`config.mk`:
```
export PLATFORM = sky130hd
export DESIGN_NAME = sccb_slave_responder
export DESIGN_NICKNAME = d
export VERILOG_FILES = /design/src/rtl/sccb_pkg.sv /design/src/rtl/sccb_line_sync.sv /design/src/rtl/sccb_slave_responder.sv
export SDC_FILE = /design/constraint.sdc
export NUM_CORES = 1
export LEC_CHECK = 0
export CAP_MARGIN = 20
export CORE_ASPECT_RATIO = 0.75
export CORE_MARGIN = 3
export CORE_UTILIZATION = 50
export CTS_CLUSTER_SIZE = 28
export DETAILED_ROUTE_END_ITERATION = 12
export DONT_BUFFER_PORTS = 1
export GPL_TIMING_DRIVEN = 0
export PLACE_DENSITY = 0.8
export SLEW_MARGIN = 10
export SYNTH_ARGS = -nofsm -noshare
export SYNTH_HDL_FRONTEND = slang
export SYNTH_SLANG_ARGS = --single-unit
```
`constraint.sdc`:
```
create_clock -name clk -period 1.9 [get_ports clk]
set_clock_uncertainty 0.1 [all_clocks]
set_input_delay 0.19 -clock clk [delete_from_list [all_inputs] [get_ports clk]]
set_output_delay 0.19 -clock clk [all_outputs]
set_load 0.01 [all_outputs]
```
`src/rtl/sccb_pkg.sv`:
```
// Shared SCCB definitions used by the responder, the master FSM and the
// timing generator.
//   sccb_state_e      responder protocol states
//   SCCB_* constants  phase length, bit indices and idle line level
//   sccb_is_start/stop  bus condition decode from a line sample and its history
package sccb_pkg;

  typedef enum logic [3:0] {
    ST_IDLE,
    ST_ID,
    ST_ID_ACK,
    ST_SUBADDR,
    ST_SUBADDR_ACK,
    ST_WDATA,
    ST_WDATA_ACK,
    ST_RDATA,
    ST_RDATA_NA,
    ST_IGNORE
  } sccb_state_e;

  localparam int         SCCB_BITS_PER_PHASE = 9;
  // bit counter value once all data bits of a phase have been clocked
  localparam logic [3:0] SCCB_DATA_BITS      = 4'(SCCB_BITS_PER_PHASE - 1);
  // counter value on the rising edge that samples the last data bit
  localparam logic [3:0] SCCB_LAST_RX_IDX    = 4'(SCCB_BITS_PER_PHASE - 2);
  localparam logic       SCCB_LINE_IDLE      = 1'b1;

  // START: data falls while clock stays high
  function automatic logic sccb_is_start(input logic sc, input logic sc_q,
                                         input logic sd, input logic sd_q);
    return sc && sc_q && sd_q && !sd;
  endfunction

  // STOP: data rises while clock stays high
  function automatic logic sccb_is_stop(input logic sc, input logic sc_q,
                                        input logic sd, input logic sd_q);
    return sc && sc_q && !sd_q && sd;
  endfunction

endpackage

```
`src/rtl/sccb_line_sync.sv`:
```
// Synchronizers for SIO_C / SIO_D plus bus event decode.
//   clk, rst         system clock, async active-high reset
//   sio_c, sio_d     raw bus lines
//   sd               synchronized data line
//   start, stop      one-clk bus condition pulses
//   sc_rise, sc_fall one-clk clock edge pulses (sample / drive points)
module sccb_line_sync
  import sccb_pkg::*;
#(
  parameter int SYNC_STAGES = 2   // must be >= 2
) (
  input  logic clk,
  input  logic rst,
  input  logic sio_c,
  input  logic sio_d,
  output logic sd,
  output logic start,
  output logic stop,
  output logic sc_rise,
  output logic sc_fall
);

  logic [SYNC_STAGES-1:0] c_sync, d_sync;
  logic                   sc, sc_q, sd_q;

  // reset to the idle (pulled-up) level so leaving reset on an idle bus
  // produces no events
  always_ff @(posedge clk or posedge rst) begin
    if (rst) begin
      c_sync <= '1;
      d_sync <= '1;
      sc_q   <= SCCB_LINE_IDLE;
      sd_q   <= SCCB_LINE_IDLE;
    end else begin
      c_sync <= {c_sync[SYNC_STAGES-2:0], sio_c};
      d_sync <= {d_sync[SYNC_STAGES-2:0], sio_d};
      sc_q   <= sc;
      sd_q   <= sd;
    end
  end

  assign sc      = c_sync[SYNC_STAGES-1];
  assign sd      = d_sync[SYNC_STAGES-1];
  assign start   = sccb_is_start(sc, sc_q, sd, sd_q);
  assign stop    = sccb_is_stop(sc, sc_q, sd, sd_q);
  assign sc_rise = sc && !sc_q;
  assign sc_fall = !sc && sc_q;

endmodule

```
`src/rtl/sccb_slave_responder.sv`:
```
// SCCB target-side responder: decodes 3-phase write, 2-phase write and
// 2-phase read cycles and exposes a simple register-file port.
//   clk, rst                 system clock (>= 8x SIO_C), async active-high reset
//   sio_c_i, sio_d_i         bus lines as seen at the pad
//   sio_d_o, sio_d_oe_o      SIO_D drive value / enable (pad built above)
//   reg_waddr_o/wdata_o/wen_o  write port, wen is a one-clk strobe
//   reg_raddr_o, reg_rdata_i current sub-address and its combinational data
//   busy_o                   addressed transaction in progress
module sccb_slave_responder
  import sccb_pkg::*;
#(
  parameter logic [6:0] SLV_ID      = 7'h21,
  parameter int         ADDR_W      = 8,
  parameter int         DATA_W      = 8,
  parameter bit         ACK_EN      = 1'b1,
  parameter int         SYNC_STAGES = 2
) (
  input  logic              clk,
  input  logic              rst,
  input  logic              sio_c_i,
  input  logic              sio_d_i,
  output logic              sio_d_o,
  output logic              sio_d_oe_o,
  output logic [ADDR_W-1:0] reg_waddr_o,
  output logic [DATA_W-1:0] reg_wdata_o,
  output logic              reg_wen_o,
  output logic [ADDR_W-1:0] reg_raddr_o,
  input  logic [DATA_W-1:0] reg_rdata_i,
  output logic              busy_o
);

  logic sd, start, stop, sc_rise, sc_fall;

  sccb_line_sync #(.SYNC_STAGES(SYNC_STAGES)) u_sync (
    .clk     (clk),
    .rst     (rst),
    .sio_c   (sio_c_i),
    .sio_d   (sio_d_i),
    .sd      (sd),
    .start   (start),
    .stop    (stop),
    .sc_rise (sc_rise),
    .sc_fall (sc_fall)
  );

  sccb_state_e       state, state_nxt;
  logic [3:0]        bit_cnt;
  logic [DATA_W-1:0] rx_sh, rx_byte;
  // tx_sh holds the bits still to be driven, MSB next; ones fill behind
  logic [DATA_W-1:0] tx_sh;
  logic              id_match, byte_full, last_rise;
  logic              shift_rx, cnt_inc, cnt_clr, wr_en, sub_ld;
  logic              ack_drive, tx_ld, tx_shift, release_d, busy_set;

  // byte as it will look once the current rising-edge bit is shifted in
  assign rx_byte   = {rx_sh[DATA_W-2:0], sd};
  assign id_match  = (rx_sh[DATA_W-1:1] == SLV_ID);
  assign byte_full = (bit_cnt == SCCB_DATA_BITS);
  assign last_rise = sc_rise && (bit_cnt == SCCB_LAST_RX_IDX);

  always_ff @(posedge clk or posedge rst) begin
    if (rst) state <= ST_IDLE;
    else     state <= state_nxt;
  end

  always_comb begin
    state_nxt = state;
    shift_rx  = 1'b0;
    cnt_inc   = 1'b0;
    cnt_clr   = 1'b0;
    wr_en     = 1'b0;
    sub_ld    = 1'b0;
    ack_drive = 1'b0;
    tx_ld     = 1'b0;
    tx_shift  = 1'b0;
    release_d = 1'b0;
    busy_set  = 1'b0;
    if (start) begin
      state_nxt = ST_ID;
      cnt_clr   = 1'b1;
      release_d = 1'b1;
    end else if (stop) begin
      state_nxt = ST_IDLE;
      cnt_clr   = 1'b1;
      release_d = 1'b1;
    end else begin
      shift_rx = sc_rise && !byte_full && (state inside {ST_ID, ST_SUBADDR, ST_WDATA});
      cnt_inc  = shift_rx || (state == ST_RDATA && sc_rise && !byte_full);
      case (state)
        ST_ID: begin
          if (sc_fall && byte_full) begin
            if (id_match) begin
              state_nxt = ST_ID_ACK;
              ack_drive = 1'b1;
              busy_set  = 1'b1;
            end else begin
              state_nxt = ST_IGNORE;
            end
          end
        end
        ST_ID_ACK: begin
          // 9th rise wraps the counter; R/W still sits in rx_sh[0]
          cnt_clr = sc_rise;
          if (sc_fall) begin
            if (rx_sh[0]) begin
              state_nxt = ST_RDATA;
              tx_ld     = 1'b1;
            end else begin
              state_nxt = ST_SUBADDR;
              release_d = 1'b1;
            end
          end
        end
        ST_SUBADDR: begin
          sub_ld = last_rise;
          if (sc_fall && byte_full) begin
            state_nxt = ST_SUBADDR_ACK;
            ack_drive = 1'b1;
          end
        end
        ST_SUBADDR_ACK: begin
          cnt_clr = sc_rise;
          if (sc_fall) begin
            state_nxt = ST_WDATA;
            release_d = 1'b1;
          end
        end
        ST_WDATA: begin
          wr_en = last_rise;
          if (sc_fall && byte_full) begin
            state_nxt = ST_WDATA_ACK;
            ack_drive = 1'b1;
          end
        end
        ST_WDATA_ACK: begin
          cnt_clr = sc_rise;
          if (sc_fall) begin
            // no auto-increment: further bytes are ignored and not acked
            state_nxt = ST_IGNORE;
            release_d = 1'b1;
          end
        end
        ST_RDATA: begin
          if (sc_fall) begin
            if (byte_full) begin
              state_nxt = ST_RDATA_NA;
              release_d = 1'b1;
            end else begin
              tx_shift = 1'b1;
            end
          end
        end
        ST_RDATA_NA: begin
          // master's NA level is irrelevant: one byte per read, no burst
          if (sc_rise) begin
            state_nxt = ST_IGNORE;
            cnt_clr   = 1'b1;
          end
        end
        ST_IDLE, ST_IGNORE: ;
        default: state_nxt = ST_IDLE;
      endcase
    end
  end

  // SIO_D only changes on sc_fall/start/stop strobes, i.e. with sc low or
  // while releasing, so the responder cannot fake a START/STOP itself.
  always_ff @(posedge clk or posedge rst) begin
    if (rst) begin
      bit_cnt     <= '0;
      rx_sh       <= '0;
      tx_sh       <= '1;
      sio_d_oe_o  <= 1'b0;
      sio_d_o     <= 1'b1;
      reg_wen_o   <= 1'b0;
      reg_waddr_o <= '0;
      reg_wdata_o <= '0;
      reg_raddr_o <= '0;
      busy_o      <= 1'b0;
    end else begin
      reg_wen_o <= wr_en;
      if (cnt_clr)      bit_cnt <= '0;
      else if (cnt_inc) bit_cnt <= bit_cnt + 4'd1;
      if (shift_rx) rx_sh <= rx_byte;
      if (sub_ld)   reg_raddr_o <= rx_byte[ADDR_W-1:0];
      if (wr_en) begin
        reg_waddr_o <= reg_raddr_o;
        reg_wdata_o <= rx_byte;
      end
      if (start || stop) busy_o <= 1'b0;
      else if (busy_set) busy_o <= 1'b1;
      if (release_d) begin
        sio_d_oe_o <= 1'b0;
        sio_d_o    <= 1'b1;
      end else if (ack_drive) begin
        if (ACK_EN) begin
          sio_d_oe_o <= 1'b1;
          sio_d_o    <= 1'b0;
        end
      end else if (tx_ld) begin
        sio_d_oe_o <= 1'b1;
        sio_d_o    <= reg_rdata_i[DATA_W-1];
        tx_sh      <= {reg_rdata_i[DATA_W-2:0], 1'b1};
      end else if (tx_shift) begin
        sio_d_o <= tx_sh[DATA_W-1];
        tx_sh   <= {tx_sh[DATA_W-2:0], 1'b1};
      end
    end
  end

endmodule

```
==> run metrics, run 1 <==
outcome complete, but fails checks; failing checks setup timing; clock sinks 57; RSZ-0062 raised after global routing true; DIE HEIGHT 68.00 microns; most common cell after layout, fill and taps aside dfrtp_1; Post-Syn Area per Cell 12.62 sq um; slowest cell on the critical path dfstp_2; commonest register cell after synthesis dfrtp_1; number of port buffers 0; Post-Syn Instances 203; routed via count 1728; die width 88.67 microns; Pre-antenna DRT Iters 4; Seq cells post-synth 57; Post-Route Setup TNS -1.197 ns; Max IR drop VDD 609.7 uV; number of buffers created by CTS 9; min-delay worst type in -> reg; worst path required time 2.02 ns; Async SR Flop Fraction 100.0%; initial antenna violation count 0; Net count, final 254; internal power 1997 uW; share of cells above drive strength 1 44.90%; maximum clock frequency 0.5038 GHz; CTS clk-pin slew, worst paths 0.06 ns; total core area 4703 sq um; diode count 0; Final Cell Area 3189 sq um; Slew headroom 62.56%; Final period util 104.5%; final hold vios 0; largest net degree at the start of global routing 34; NetSw 629.4 uW; static leakage 0.001538 uW; Logic pwr share 8.3%; Hold Slack 0.1249 ns; first-pass GRT wire length 8.204 mm; CP endpoint kind flop; CP startpoint kind flop; sequential cell fraction of total power 49.8%; pwr/cell area 823.4 nW/um^2; Clk pwr share 41.9%; slowest stage delay, CP 0.57 ns; placed wire-length estimate 3.342 mm; Final Max Tran Viols 0; area of the mapped netlist 2562 sq um; sw frac 23.97%; sequential area share after synthesis 56.35%; routed vias/inst 5.722; EDFF count, synth 0; Max Cap Violations 0; grt total ovfl 0; CTS root buffer clkbuf_8; Routed WL 5.375 mm; CTS tree done; worst setup margin -0.08508 ns; synth warn 0; Final GP Congestion 0.9166; Syn Nets 217; die area 6029 sq um; Final Critical Period 1.985 ns; IO Count 40; deepest clock path buffer count 2; cell row count 21; commonest cells after routing, fill and taps aside 43 x dfrtp_1, 24 x mux2_2, 14 x dfstp_2; Worst Max-Slew Pin Slew 0.5572 ns; CP arrival 2.11 ns; GRT Util Overall 18.86%; vias in the first global route 1631; crit-path cells buf_6, and2b_2, o21ai_2, o211ai_1, a21oi_2, mux2_4; Initial Util 54.48%; wire per inst 17.80 microns; worst slack at placement -0.3081 ns; htree depth 3; DRC viols 0; post-route ant nets 0; Yosys cell types 43; Post-DP Area 2656 sq um; CP max FO 4; # setup viols final 30; synth-to-layout area growth 24.46%; critical path class reg -> reg; Skew-Pair Late Insertion Delay 0.34 ns; post-layout util 67.81%; drt initial violations 106
-- per-stage QoR --
stage | power, uW | std cells
floorplan | 1428 | 203
global placement | 1466 | 260
detailed placement | 1482 | 261
CTS | 2635 | 295
global route | 2738 | 302
finish | 2626 | 302
-- power groups by stage --
stage                     Clock (uW)  Sequential (uW)  Combinational [uW]
after global placement             0             1330                 135
after global routing            1190             1320                 237
after detailed placement           0             1340                 146
after CTS                       1130             1310                 198
final                           1100             1310                 217
after floorplan                    0             1310                 114
-- path summary, 6_finish.rpt --
check | start | endpoint | slack, ns | depth (start not counted)
max | u_sync.c_sync[1] | state[0] | -0.09 | 6
min | reg_rdata_i[7] | sio_d_o | 0.12 | 3
max reg2reg | u_sync.c_sync[1] | state[0] | -0.09 | 6
min reg2reg | u_sync.c_sync[0] | u_sync.c_sync[1] | 0.25 | 0
max in group asynchronous | rst | u_sync.sd_q | 0.84 | 3
min in group asynchronous | rst | reg_raddr_o[1] | 0.25 | 2
-- critical path: cells and delay by family, from the launching register on --
family | cells | cell delay, ns
buffers and inverters | 1 | 0.10
muxes | 1 | 0.32
and+or+nand+nor | 1 | 0.24
AOI/OAI and AO/OA | 3 | 0.53
DFF | 1 | 0.57
-- cell type report --
class                      instances  area [sq um]
multi-input combinational        132          1125
inverter                           7         26.28
buffer                             6         63.81
clock inverter                     4         45.04
tap                               57         71.32
sequential                        57          1444
timing repair buffer              27         269.0
clock buffer                      12         145.1
fill                             329          1514
-- repair_timing --
action                                 4_1_cts  5_1_grt
gates resized for setup                     12       21
buffers inserted                             8        6
setup endpoints to repair                   44       49
endpoints found under the hold margin       20        0
cloned                                       1        1
hold buffers                                10        0
pin swaps                                    6        7
-- synth_stat cells, types with 2 or more instances --
library cell | instances | area (sq um)
dfrtp_1 | 43 | 1076
mux2_2 | 25 | 281.5
nor2_1 | 16 | 60.06
dfstp_2 | 14 | 367.9
a21oi_1 | 12 | 60.06
mux2_4 | 9 | 135.1
o21ai_0 | 8 | 40.04
inv_1 | 7 | 26.28
mux2i_1 | 7 | 70.07
nand2_1 | 6 | 22.52
nand3_1 | 4 | 20.02
a22o_1 | 3 | 26.28
nand2b_1 | 3 | 18.77
nand4_1 | 3 | 18.77
nor2b_1 | 3 | 18.77
nor3_1 | 3 | 15.01
xor2_1 | 3 | 26.28
buf_2 | 2 | 10.01
clkbuf_1 | 2 | 7.510
ha_1 | 2 | 25.02
nand4b_1 | 2 | 17.52
o211ai_1 | 2 | 15.01
o22a_1 | 2 | 17.52
or3_1 | 2 | 12.51
xnor2_1 | 2 | 17.52
-- sequential cells by signal (all words and copies together), names as in the netlist, 4 cells and up --
name,count
state,4
reg_wdata_o,8
bit_cnt,4
reg_waddr_o,8
tx_sh,7
reg_raddr_o,8
rx_sh,8
-- per-layer routing --
layer	global-route usage, %	share of wire (%)	routed length (microns)
met5	0	0	0
met4	6.604	1.5	79
met3	9.988	8.4	451
met2	26.48	45	2409
met1	24.84	45	2435
-- cell families after synthesis --
kind of cell	after synthesis	share of synthesized area, %
compound gates	33	8.155
xor+xnor	5	1.709
fa+ha+maj	2	0.9764
buf+inv	14	3.028
flops	57	56.35
mux	41	18.99
simple gates	51	10.79
(Power assumes the default switching activity.)
==> inputs of run 2 (changes only) <==
--- a/config.mk
+++ b/config.mk
@@ -5,7 +5,6 @@
 export SDC_FILE = /design/constraint.sdc
 export NUM_CORES = 1
 export LEC_CHECK = 0
-export CAP_MARGIN = 20
 export CORE_ASPECT_RATIO = 0.75
 export CORE_MARGIN = 3
 export CORE_UTILIZATION = 50
@@ -14,6 +13,7 @@
 export DONT_BUFFER_PORTS = 1
 export GPL_TIMING_DRIVEN = 0
 export PLACE_DENSITY = 0.8
+export REMOVE_ABC_BUFFERS = 1
 export SLEW_MARGIN = 10
 export SYNTH_ARGS = -nofsm -noshare
 export SYNTH_HDL_FRONTEND = slang
==> constraint.sdc (replaced) <==
create_clock -name clk -period 1.8 [get_ports clk]
set_clock_uncertainty 0.1 [all_clocks]
set_input_delay 0.18 -clock clk [delete_from_list [all_inputs] [get_ports clk]]
set_output_delay 0.18 -clock clk [all_outputs]
set_load 0.01 [all_outputs]
==> run 2 against run 1 <==
The run still ends with setup timing left. Sequential power is 6% higher. Sequential share of layout area is 0.71 points lower. Worst hold slack worse by 0.021 ns. Global-route usage is 0.79 points higher. Via count is 2.0% higher. Cell count is 0.33% higher. Utilization is 1.2 points higher. Worst setup slack worse by 0.074 ns. Combinational power is 8% higher. Wire length is 0.17% lower. Flip-flop and latch count stayed put. Largest cell class unchanged. Largest power group unchanged. Highest routed layer unchanged.
==> run metrics, run 2 (synthesized netlist as in run 1, its figures left out) <==
Hold Slack 0.1036 ns (-0.02130 ns); GRT Util Overall 19.65% (+0.79 points); commonest cells after routing, fill and taps aside 41 x dfrtp_1, 24 x mux2_2, 15 x buf_4; wire per inst 17.71 microns (-0.50%); Routed WL 5.366 mm (-0.17%); Max Cap Violations 0 (unchanged); vias in the first global route 1778 (+9.0%); CP arrival 2.13 ns (+0.02 ns); Final Cell Area 3246 sq um (+1.8%); DRC viols 0 (unchanged); initial antenna violation count 0 (unchanged); htree depth 3 (unchanged); reg-to-reg endpoint tx_sh[4]; # setup viols final 45 (+50%); RSZ-0062 raised after global routing true; worst path required time 1.97 ns (-0.05 ns); CP startpoint kind flop; die width 88.67 microns (unchanged); total core area 4703 sq um (unchanged); worst setup margin -0.1586 ns (-0.07356 ns); outcome complete, but fails checks; Pre-antenna DRT Iters 4 (unchanged); largest net degree at the start of global routing 32 (-5.9%); Skew-Pair Late Insertion Delay 0.33 ns (about the same); Final GP Congestion 0.9178 (+0.13%); share of cells above drive strength 1 49.59% (+4.7 points); Final period util 108.8% (+4.3 points); CTS root buffer clkbuf_8; static leakage 0.001544 uW (+0.38%); die area 6029 sq um (unchanged); CP max FO 5 (+1); clock sinks 57 (unchanged); final hold vios 0 (unchanged); Initial Util 54.48% (unchanged); R2R depth 8 (+2); Worst Hold Depth 3 (unchanged); first-pass GRT wire length 8.852 mm (+7.9%); hold endpoint sio_d_o; pwr/cell area 860.1 nW/um^2 (+4.5%); placed wire-length estimate 3.171 mm (-5.1%); Slew headroom 62.41% (-0.15 points); synth-to-layout area growth 26.66%; post-route ant nets 0 (unchanged); Worst R2R Setup Slack -0.16 ns (-0.07 ns); Final Max Tran Viols 0 (unchanged); diode count 0 (unchanged); grt total ovfl 0 (unchanged); failing checks setup timing; CTS clk-pin slew, worst paths 0.07 ns (about the same); Final Critical Period 1.959 ns (-0.02644 ns); number of buffers created by CTS 9 (unchanged); DIE HEIGHT 68.00 microns (unchanged); min-delay worst type in -> reg; Net count, final 255 (+0.39%); CTS tree done; cell row count 21 (unchanged); routed via count 1762 (+2.0%); critical path class reg -> reg; Max IR drop VDD 796.3 uV (+31%); drt initial violations 149 (+41%); number of port buffers 0 (unchanged); most common cell after layout, fill and taps aside dfrtp_1; Post-DP Area 2603 sq um (-2.0%); Worst Max-Slew Pin Slew 0.5630 ns (+0.005778 ns); deepest clock path buffer count 2 (unchanged); Worst Hold Launch reg_rdata_i[7]; IO Count 40 (unchanged); worst r2r src bit_cnt[0]; post-layout util 69.01% (+1.2 points); CP endpoint kind flop; routed vias/inst 5.815 (+1.6%); maximum clock frequency 0.5106 GHz (+1.4%); Post-Route Setup TNS -4.473 ns (-3.276 ns)
## run 2: worst max-delay path, stage by stage (launching register included)
cell and delay, ns:
dfrtp_1 0.40, inv_2 0.06, ha_4 0.14, and3b_2 0.26, or3_4 0.40, a21oi_4 0.25, buf_12 0.15, nor2_2 0.03
a21oi_2 0.10
## run 2: repair_timing
| item | CTS | global route |
|---|---|---|
| hold endpoints to repair | 25 | 0 |
| gates resized for setup | 33 | 15 |
| setup endpoints to repair | 50 | 49 |
| hold buffers | 10 | 0 |
| setup buffers | 16 | 5 |
| pin swaps | 10 | 8 |
| gates cloned | 3 | 0 |
## run 2: metal layers
| layer | GRT usage, % | part of all wire [%] |
|---|---|---|
| met1 | 24.96 | 46 |
| met3 | 7.461 | 7.6 |
| met2 | 31.02 | 45 |
| met5 | 0 | 0 |
| met4 | 6.604 | 0.82 |
## run 2: final cells by class
| cell class | count | area, sq um |
|---|---|---|
| Fill cell | 331 | 1458 |
| Timing Repair Buffer | 32 | 309.0 |
| Multi-Input combinational cell | 134 | 1196 |
| Clock buffer | 10 | 127.6 |
| Sequential cell | 57 | 1446 |
| Clock inverter | 6 | 68.82 |
| Tap cell | 57 | 71.32 |
| Inverter | 7 | 26.28 |
## run 2: stage by stage
| step | std cells | setup slack, ns | total power [uW] |
|---|---|---|---|
| detailed placement | 254 | -0.6502 | 1550 |
| global placement | 253 | -0.6367 | 1540 |
| floorplan | 196 | -0.3283 | 1503 |
| CTS | 299 | -0.1621 | 2787 |
| global route | 303 | -0.2269 | 2913 |
| finish | 303 | -0.1586 | 2792 |
## run 2: power by group
group          switching (uW)  total (uW)  internal (uW)
logic                     112         235            123
clock network             527        1170            643
registers                58.3        1390           1330
## run 2: worst max path at each step
stage | startpoint | to | slack, ns | depth (start not counted)
after floorplan | state[3] | reg_waddr_o[5] | -0.33 | 5
after global placement | state[3] | reg_wdata_o[0] | -0.64 | 5
after detailed placement | state[3] | reg_waddr_o[7] | -0.65 | 5
after CTS | u_sync.c_sync[1] | reg_wdata_o[0] | -0.16 | 5
after global routing | bit_cnt[0] | tx_sh[4] | -0.23 | 8
final | bit_cnt[0] | tx_sh[4] | -0.16 | 8
